### config.mk
export PLATFORM = sky130hd
export DESIGN_NAME = mem_stage
export DESIGN_NICKNAME = d
export VERILOG_FILES = /design/src/rtl/mem_stage.sv
export SDC_FILE = /design/constraint.sdc
export NUM_CORES = 1
export LEC_CHECK = 0
export BUFFER_PORTS_ARGS = -buffer_cell sky130_fd_sc_hd__buf_2
export CAP_MARGIN = 20
export CORE_MARGIN = 2
export CORE_UTILIZATION = 28
export CTS_BUF_LIST = sky130_fd_sc_hd__clkbuf_4 sky130_fd_sc_hd__clkbuf_8
export CTS_CLUSTER_SIZE = 25
export DETAILED_ROUTE_END_ITERATION = 16
export GPL_TIMING_DRIVEN = 0
export HOLD_SLACK_MARGIN = 0.08
export MAX_ROUTING_LAYER = met4
export SYNTH_ARGS = -nofsm -noshare
export SYNTH_HDL_FRONTEND = slang
export SYNTH_SLANG_ARGS = --single-unit
### constraint.sdc
create_clock -name clk -period 2.35 [get_ports clk]
set_input_delay 0.3525 -clock clk [delete_from_list [all_inputs] [get_ports clk]]
set_output_delay 0.3525 -clock clk [all_outputs]
set_load 0.02 [all_outputs]
### src/rtl/mem_stage.sv
// Memory stage: data-memory handshake with timeout, branch/jump resolution,
// MEM/WB pipeline register and forwarding results.
module mem_stage #(
   parameter int unsigned DATA_WIDTH = 16,
   parameter int unsigned ADDR_WIDTH = 8,
   parameter int unsigned IMM8_WIDTH = 8,
   parameter int unsigned REG_WIDTH  = 4,
   parameter int unsigned TIMEOUT    = 15
) (
   input  logic                  clk,
   input  logic                  rst_n,
   input  logic [ADDR_WIDTH-1:0] PCM_i,
   input  logic [DATA_WIDTH-1:0] WriteDataM_i,
   input  logic [IMM8_WIDTH-1:0] imm8M_i,
   input  logic [REG_WIDTH-1:0]  WriteRegM_i,
   input  logic [DATA_WIDTH-1:0] alu_outM_i,
   input  logic                  RegWriteM_i,
   input  logic                  BranchM_i,
   input  logic                  MemReadM_i,
   input  logic                  MemWriteM_i,
   input  logic                  MemToRegM_i,
   input  logic                  MovM_i,
   input  logic                  jumpM_i,
   output logic                  dmem_req_o,
   output logic                  dmem_we_o,
   output logic [ADDR_WIDTH-1:0] dmem_addr_o,
   output logic [DATA_WIDTH-1:0] dmem_wdata_o,
   input  logic [DATA_WIDTH-1:0] dmem_rdata_i,
   input  logic                  dmem_ready_i,
   output logic                  stall_mem_o,
   output logic                  pc_src_o,
   output logic [ADDR_WIDTH-1:0] pc_target_o,
   output logic [DATA_WIDTH-1:0] WBResultM_o,
   output logic                  RegWriteW_o,
   output logic                  MemToRegW_o,
   output logic [REG_WIDTH-1:0]  WriteRegW_o,
   output logic [DATA_WIDTH-1:0] ReadDataW_o,
   output logic [DATA_WIDTH-1:0] alu_outW_o,
   output logic [DATA_WIDTH-1:0] ResultW_o,
   output logic                  mem_err_o
);

   localparam int unsigned CW = $clog2(TIMEOUT + 1);

   typedef enum logic {IDLE, WAIT} state_t;

   state_t        state, state_next;
   logic [CW-1:0] cnt;
   logic          mem_op;
   logic          abort;
   logic          taken;

   always_comb begin
      mem_op = MemReadM_i | MemWriteM_i;
      abort  = (state == WAIT) && !dmem_ready_i && (cnt == CW'(TIMEOUT));
   end

   always_ff @(posedge clk) begin
      if (!rst_n) state <= IDLE;
      else        state <= state_next;
   end

   always_comb begin
      state_next = state;
      case (state)
         IDLE:    if (mem_op && !dmem_ready_i) state_next = WAIT;
         WAIT:    if (dmem_ready_i || abort)   state_next = IDLE;
         default: state_next = IDLE;
      endcase
   end

   always_comb begin
      dmem_req_o   = mem_op;
      dmem_we_o    = MemWriteM_i;
      dmem_addr_o  = alu_outM_i[ADDR_WIDTH-1:0];
      dmem_wdata_o = WriteDataM_i;
      stall_mem_o  = mem_op && !(dmem_ready_i || abort);
      taken        = BranchM_i && (alu_outM_i == '0);
      pc_src_o     = (taken || jumpM_i) && !stall_mem_o;
      pc_target_o  = jumpM_i ? ADDR_WIDTH'(imm8M_i) : PCM_i + ADDR_WIDTH'(imm8M_i);
      WBResultM_o  = MovM_i ? DATA_WIDTH'(imm8M_i) : alu_outM_i;
      ResultW_o    = MemToRegW_o ? ReadDataW_o : alu_outW_o;
   end

   // Wait counter and sticky error; counter starts at 1 on the first waited cycle.
   always_ff @(posedge clk) begin
      if (!rst_n) begin
         cnt       <= '0;
         mem_err_o <= 1'b0;
      end else begin
         case (state)
            IDLE: if (mem_op && !dmem_ready_i) cnt <= CW'(1);
            WAIT: begin
               if (dmem_ready_i) begin
                  cnt <= '0;
               end else if (abort) begin
                  cnt       <= '0;
                  mem_err_o <= 1'b1;
               end else begin
                  cnt <= cnt + CW'(1);
               end
            end
            default: cnt <= '0;
         endcase
      end
   end

   always_ff @(posedge clk) begin
      if (!rst_n || stall_mem_o) begin
         RegWriteW_o <= 1'b0;
         MemToRegW_o <= 1'b0;
         WriteRegW_o <= '0;
         ReadDataW_o <= '0;
         alu_outW_o  <= '0;
      end else begin
         RegWriteW_o <= RegWriteM_i;
         MemToRegW_o <= MemToRegM_i;
         WriteRegW_o <= WriteRegM_i;
         ReadDataW_o <= abort ? '0 : dmem_rdata_i;
         alu_outW_o  <= WBResultM_o;
      end
   end

endmodule

==> impl_results.md, run 1 <==
- Area of the die: 0.00935 mm^2
- Height of the die: 96.7 um
- CTS tree: done
- Clock sink total: 44
- Buffer levels on the longest clock path: 2
- Worst Hold Class: input port to flop
- Static Leak: 1.84 nW
- Routed via count: 2,251
- Maximum Capacitance Violations: 0
- Share of total power in combinational logic: 31.0%
- Source-to-sink clock delay at the later pin of the worst-skew pair: 290 ps
- Detailed router's first-iteration violation count: 19
- Setup skew after layout: 5.62 ps
- Total net switching power: 0.586 mW
- Final HPWL DP: 5710 um
- Total gr overflow: 0
- Dominant cell type by area after synthesis: dfxtp_1
- Number of warnings printed during yosys synthesis: 0
- CP Depth: 9
- Share of post-route cells with drive strength above 1: 66.7%
- Critical path arrival: 1880 ps
- Startpoint class of the critical path: input port
- Number of buffers inserted by port buffering: 166
- Sequential-to-total area share from yosys stat: 36.6%
- Dominant combinational cell family by area after synthesis: simple AND/OR/NAND/NOR gates
- Total routing usage reported by global routing: 14.1%
- WL per Instance: 13.2 um
- Post-synth EDFFs: 0
- Kind of end point of the critical path: output pin
- Area fraction of the dominant cell type after synthesis: 36.6%
- Final core utilization: 42.3%
- Cells taking the most area after synthesis: dfxtp_1, mux2_2, buf_4, and2_4, ha_1
- Number of nets in the synthesized netlist: 323
- Most common library cell in the layout ignoring fill and taps: buf_2
- Number of remaining DRC errors: 0
- Synthesized cell area: 0.00240 mm^2
- Maximum single-stage delay on the critical path: 370 ps
- Filler instances: 869
- Largest net degree at the start of global routing: 14
- Number of nets still failing antenna checks after routing: 0
- Post-synth cell types: 46
- Number of buffers and inverters on the critical path: 3
- Global-route wire length before repair: 10,300 um
- Routability congestion estimate from global placement: 0.809
- VDD IR-drop max: 0.230 mV
- Series of cell instances along the critical path: buf_4, ha_4, inv_1, fa_2, nor2b_2, o31a_1, o21ai_2, o311ai_1, buf_2
- Data required time at the worst endpoint: 2000 ps
- Register Area: 881 um^2
- Final period utilization: 95.0%
- Post-synthesis compound-gate area fraction: 9.31%
- Number of vias per cell: 4.36
- Total placed instance area: 0.00337 mm^2
- Crit path kind: input port to output pin
- Area growth from synthesis to layout: 45.2%
- Root buffer selected by CTS: clkbuf_8
- Adder and majority gate portion of the synthesized area: 4.99%
- Cell count after synthesis: 236
- Post-synthesis simple-gate area fraction: 24.4%
- Worst slew pin tran: 443 ps
- Critical path peak fanout: 3
- Setup-failing EPs final: 0
- Net switching fraction of the power: 31.6%
- Share of synthesized flip-flops with an asynchronous set or reset: 0%
- Number of buffers created by CTS: 5
- Layout Cell Area excl Fill: 0.00349 mm^2
- Hold violation count in the final report: 0
- Total area of multi-input combinational cells: 0.00128 mm^2
- Commonest non-fill, non-tap cells in the layout: buf_2, dfxtp_1, buf_4, mux2_2, and2_4
- Post-Syn Area per Cell: 10.2 um^2
- Chip width: 96.7 um
- Starting density of the core: 29.1%
- Number of levels the H-tree was split into: 2
- Top-Level Pins: 185
- Power per standard cell area: 532 mW/mm^2
- Clock power share: 25.9%
- Highest achievable clock rate: 448 MHz
- Number of flip-flops and latches in the synthesized netlist: 44
- Family with the most delay on the worst path: adder cells
- RSZ-0062 raised after global routing: false
- Total core area: 0.00826 mm^2
- Aggregate routed wire length: 6800 um
- Most common flop cell mapped by yosys: dfxtp_1
- Status: complete, no violations
- Pre-Repair DR Iteration Count: 2
- Slew headroom: 70.2%
- Xor and xnor area share after synthesis: 1.82%
- Flop pwr share: 43.0%
- Worst hold path cell count: 2
- Antenna violations before repair: 0
- Diodes inserted: 0
- Period minus WS final: 2230 ps
- Internal Pwr Total: 1.27 mW
- Count of nets after finishing: 497
- Number of cell instances on the worst register-to-register path: 6
- Via count of the first global-routing pass: 2,021
- Number of rows in the core area: 33
- Max stage delay cell, worst path: fa_2
- Final Max Slew Viols: 0
- CTS clk-pin slew, worst paths: 80 ps
- Multiplexer share of the synthesized area: 11.7%
[synth_stat cells (3+ instances only)]
library cell and n:
nor2_1 8, mux2_2 25, buf_6 3, buf_2 4, dfxtp_1 44, ha_1 8
o21ai_0 9, inv_1 5, and2_4 20, nor2b_1 11, nor4_1 3, a21oi_1 5
buf_4 25, and2_2 6, xor2_1 5, and2_1 12, nand2_1 6
[logic make-up after synthesis]
group,after synthesis
AOI/OAI and AO/OA,32
xor gates and xnor gates,5
adders and majority gates,9
buffers and inverters,39
DFF,44
muxes,25
and+or+nand+nor,82
[per-layer routing]
layer / global-route usage (%) / up-vias / routed length [um]
li1: - / 1131 / -
met1: 17.3 / 1007 / 2860
met2: 23.3 / 107 / 3360
met3: 2.82 / 6 / 489
met4: 4.55 / 0 / 93
met5: - / - / 0
[path summary, 6_finish.rpt]
path | slack, ps | endpoint | start
worst max-delay path | 120 | pc_target_o[6] | imm8M_i[0]
worst min-delay path | 250 | WriteRegW_o[2]$_SDFF_PP0_ | WriteRegM_i[2]
worst max register to register | 760 | alu_outW_o[4]$_SDFF_PP0_ | cnt[0]$_SDFFE_PN0P_
worst min register to register | 470 | mem_err_o$_SDFFE_PN0P_ | mem_err_o$_SDFFE_PN0P_
[power groups by stage]
| stage | Combinational (mW) | Sequential (mW) | Clock (mW) |
|---|---|---|---|
| floorplan | 0.331 | 0.854 | 0 |
| detailed placement | 0.574 | 0.817 | 0 |
| CTS | 0.580 | 0.799 | 0.508 |
| global placement | 0.569 | 0.815 | 0 |
| finish | 0.576 | 0.799 | 0.481 |
| global route | 0.622 | 0.803 | 0.537 |
[registers in the layout (all words and copies together) (netlist names)]
name and flops:
WriteRegW_o 4, cnt 4, ReadDataW_o 16, alu_outW_o 16, state 1, RegWriteW_o 1
mem_err_o 1, MemToRegW_o 1
[metrics by stage]
stage	TNS, ps	setup WS [ps]	total power, mW	instances	hold WS, ps
after global placement	-48.7	-48.7	1.38	507	457
after detailed placement	-28.1	-28.1	1.39	507	457
after floorplan	0	85.5	1.18	236	470
final	0	117	1.86	516	254
after global routing	0	15.9	1.96	516	242
after CTS	0	39.9	1.89	515	241
[timing repair]
item,in CTS,in global routing
hold buffers,0,0
pin swaps,2,4
setup buffers,0,1
endpoints found under the hold margin,0,0
resized for setup,4,2
setup endpoints to repair,1,1
[cell type report]
cell class                 instances  share of cell area [%]
clock inverter                     2                   0.287
timing repair buffer             167                    24.1
inverter                           6                   0.645
buffer                            33                    7.03
tap                              105                    3.76
clock buffer                       6                    2.37
sequential                        44                    25.2
multi-input combinational        153                    36.6
Note: power is estimated with default switching activity, not from simulation.
==> inputs of run 2 (changes only) <==
==> constraint.sdc (replaced) <==
create_clock -name clk -period 2.35 [get_ports clk]
set_input_delay 0.3525 -clock clk [delete_from_list [all_inputs] [get_ports clk]]
set_output_delay 0.3525 -clock clk [all_outputs]
set_load 0.05 [all_outputs]
==> run 2 against run 1 <==
Effect of this change: sequential share of layout area fell by 0.30 points; worst setup slack got worse by 31 ps; die area did not move; clock skew fell by 1.4 ps; wire length rose by 0.65%; critical path depth fell by 1; power rose by 15%; largest cell class unchanged.
==> impl_results.md, run 2 (same netlist as run 1, synthesis figures left out) <==
- Status: complete, no violations
- Final HPWL DP: 5670 um (-0.68%)
- Worst setup path start: PCM_i[1]
- Global-route wire length before repair: 10,700 um (+4.2%)
- Diodes inserted: 0 (unchanged)
- Critical path peak fanout: 2 (-1)
- Static Leak: 1.84 nW (+0.25%)
- CTS tree: done
- VDD IR-drop max: 0.225 mV (-2.2%)
- Number of levels the H-tree was split into: 2 (unchanged)
- CTS clk-pin slew, worst paths: 80 ps (about the same)
- Hold path startpoint: WriteRegM_i[0]
- Hold violation count in the final report: 0 (unchanged)
- RSZ-0062 raised after global routing: false
- Via count of the first global-routing pass: 2,179 (+7.8%)
- Setup skew after layout: 4.27 ps (-1.35 ps)
- Total gr overflow: 0 (unchanged)
- Critical path arrival: 1910 ps (+30 ps)
- Slew headroom: 66.9% (-3.3 points)
- Net switching fraction of the power: 39.4% (+7.8 points)
- Share of post-route cells with drive strength above 1: 67.9% (+1.2 points)
- Most common library cell in the layout ignoring fill and taps: buf_2
- Buffer levels on the longest clock path: 2 (unchanged)
- Worst slew pin tran: 497 ps (+53.9 ps)
- Routed via count: 2,260 (+0.40%)
- Crit path kind: input port to output pin
- Root buffer selected by CTS: clkbuf_8
- Area of the die: 0.00935 mm^2 (unchanged)
- Number of nets still failing antenna checks after routing: 0 (unchanged)
- WL per Instance: 13.3 um (+0.65%)
- Detailed router's first-iteration violation count: 46 (+27)
- Met3 GRT Util: 1.66% (-1.2 points)
- Data required time at the worst endpoint: 2000 ps (about the same)
- Height of the die: 96.7 um (unchanged)
- Clock sink total: 44 (unchanged)
- Worst Hold Class: input port to flop
- Power per standard cell area: 605 mW/mm^2 (+14%)
- Final period utilization: 96.4% (+1.3 points)
- Final core utilization: 42.8% (+0.52 points)
- Top-Level Pins: 185 (unchanged)
- Aggregate routed wire length: 6840 um (+0.65%)
- Area growth from synthesis to layout: 46.9%
- Starting density of the core: 29.1% (unchanged)
- Count of nets after finishing: 497 (unchanged)
- Highest achievable clock rate: 442 MHz (-1.4%)
- Total routing usage reported by global routing: 14.4% (+0.31 points)
- Met1 global-route usage: 17.6% (+0.30 points)
- Number of rows in the core area: 33 (unchanged)
- FF-to-FF Start: cnt[0]$_SDFFE_PN0P_
- Total net switching power: 0.842 mW (+44%)
- Source-to-sink clock delay at the later pin of the worst-skew pair: 290 ps (about the same)
- Share of total power in combinational logic: 39.3% (+8.3 points)
- Clock power share: 23.3% (-2.6 points)
- Largest net degree at the start of global routing: 14 (unchanged)
- Number of remaining DRC errors: 0 (unchanged)
- Routability congestion estimate from global placement: 0.792 (-2.1%)
- GRT busiest layer: met2
- Number of buffers created by CTS: 5 (unchanged)
- GRT met2 Usage: 25.2% (+1.8 points)
- Number of vias per cell: 4.38 (+0.40%)
- Setup-failing EPs final: 0 (unchanged)
- Final Max Slew Viols: 0 (unchanged)
- Kind of end point of the critical path: output pin
- Largest registers in the final layout: ReadDataW_o x16, alu_outW_o x16
- Internal Pwr Total: 1.29 mW (+2.0%)
- Commonest non-fill, non-tap cells in the layout: buf_2, dfxtp_1, buf_4, mux2_2, and2_4
- Hold_ws: 258 ps (+4.38 ps)
- Flop pwr share: 37.4% (-5.6 points)
- Startpoint class of the critical path: input port
- Number of buffers inserted by port buffering: 166 (unchanged)
- Period minus WS final: 2260 ps (+31.4 ps)
- Total core area: 0.00826 mm^2 (unchanged)
- Maximum Capacitance Violations: 0 (unchanged)
- Chip width: 96.7 um (unchanged)
- Antenna violations before repair: 0 (unchanged)
- Pre-Repair DR Iteration Count: 4 (+2)
==> run 2: cell type report <==
cell class,instances,area (um^2)
clock inverter,1,7.51
timing repair buffer,167,850
clock buffer,7,90.1
sequential,44,881
tap,105,131
inverter,6,22.5
fill,845,4720
multi-input combinational,153,1310
buffer,33,245
==> run 2: power by group through the flow <==
stage	clock network, mW	logic, mW	registers [mW]
final	0.498	0.841	0.799
after floorplan	0	0.518	0.925
after global routing	0.555	0.888	0.803
after global placement	0	0.826	0.815
after detailed placement	0	0.832	0.817
after CTS	0.524	0.845	0.799
==> run 2: routing by layer <==
metal	up-vias	routed length [um]
li1	1131	-
met1	1009	2880
met2	113	3400
met3	7	465
met4	0	100
met5	-	0
==> run 2: critical path: stages <==
cell and delay [ps]:
buf_2 110, ha_1 320, a211oi_2 220, o21bai_1 140, a211o_1 320, o211ai_2 90, xor2_2 150, buf_4 210
==> run 2: final timing paths <==
kind / to / slack [ps] / cells past startpoint
setup / recovery: pc_target_o[7] / 90 / 8
hold / removal: WriteRegW_o[0]$_SDFF_PP0_ / 260 / 2
setup reg to reg: alu_outW_o[4]$_SDFF_PP0_ / 780 / 6
hold reg to reg: mem_err_o$_SDFFE_PN0P_ / 480 / 1
==> run 2: per-stage QoR <==
stage	power [mW]	instances	setup TNS, ps	cell area (um^2)	worst slack (ps)
3_5_place_dp	1.65	507	-172	3390	-155
6_report	2.14	516	0	3530	85.7
5_1_grt	2.25	516	0	3530	12.2
4_1_cts	2.17	516	0	3520	4.64
2_1_floorplan	1.44	236	-100	2420	-100
3_3_place_gp	1.64	507	-122	3390	-122
==> run 2: timing repair <==
item | in CTS | in global routing
hold buffers | 0 | 0
endpoints found under the setup margin | 2 | 5
resized for setup | 8 | 4
pin swaps | 4 | 3
setup buffers | 1 | 0
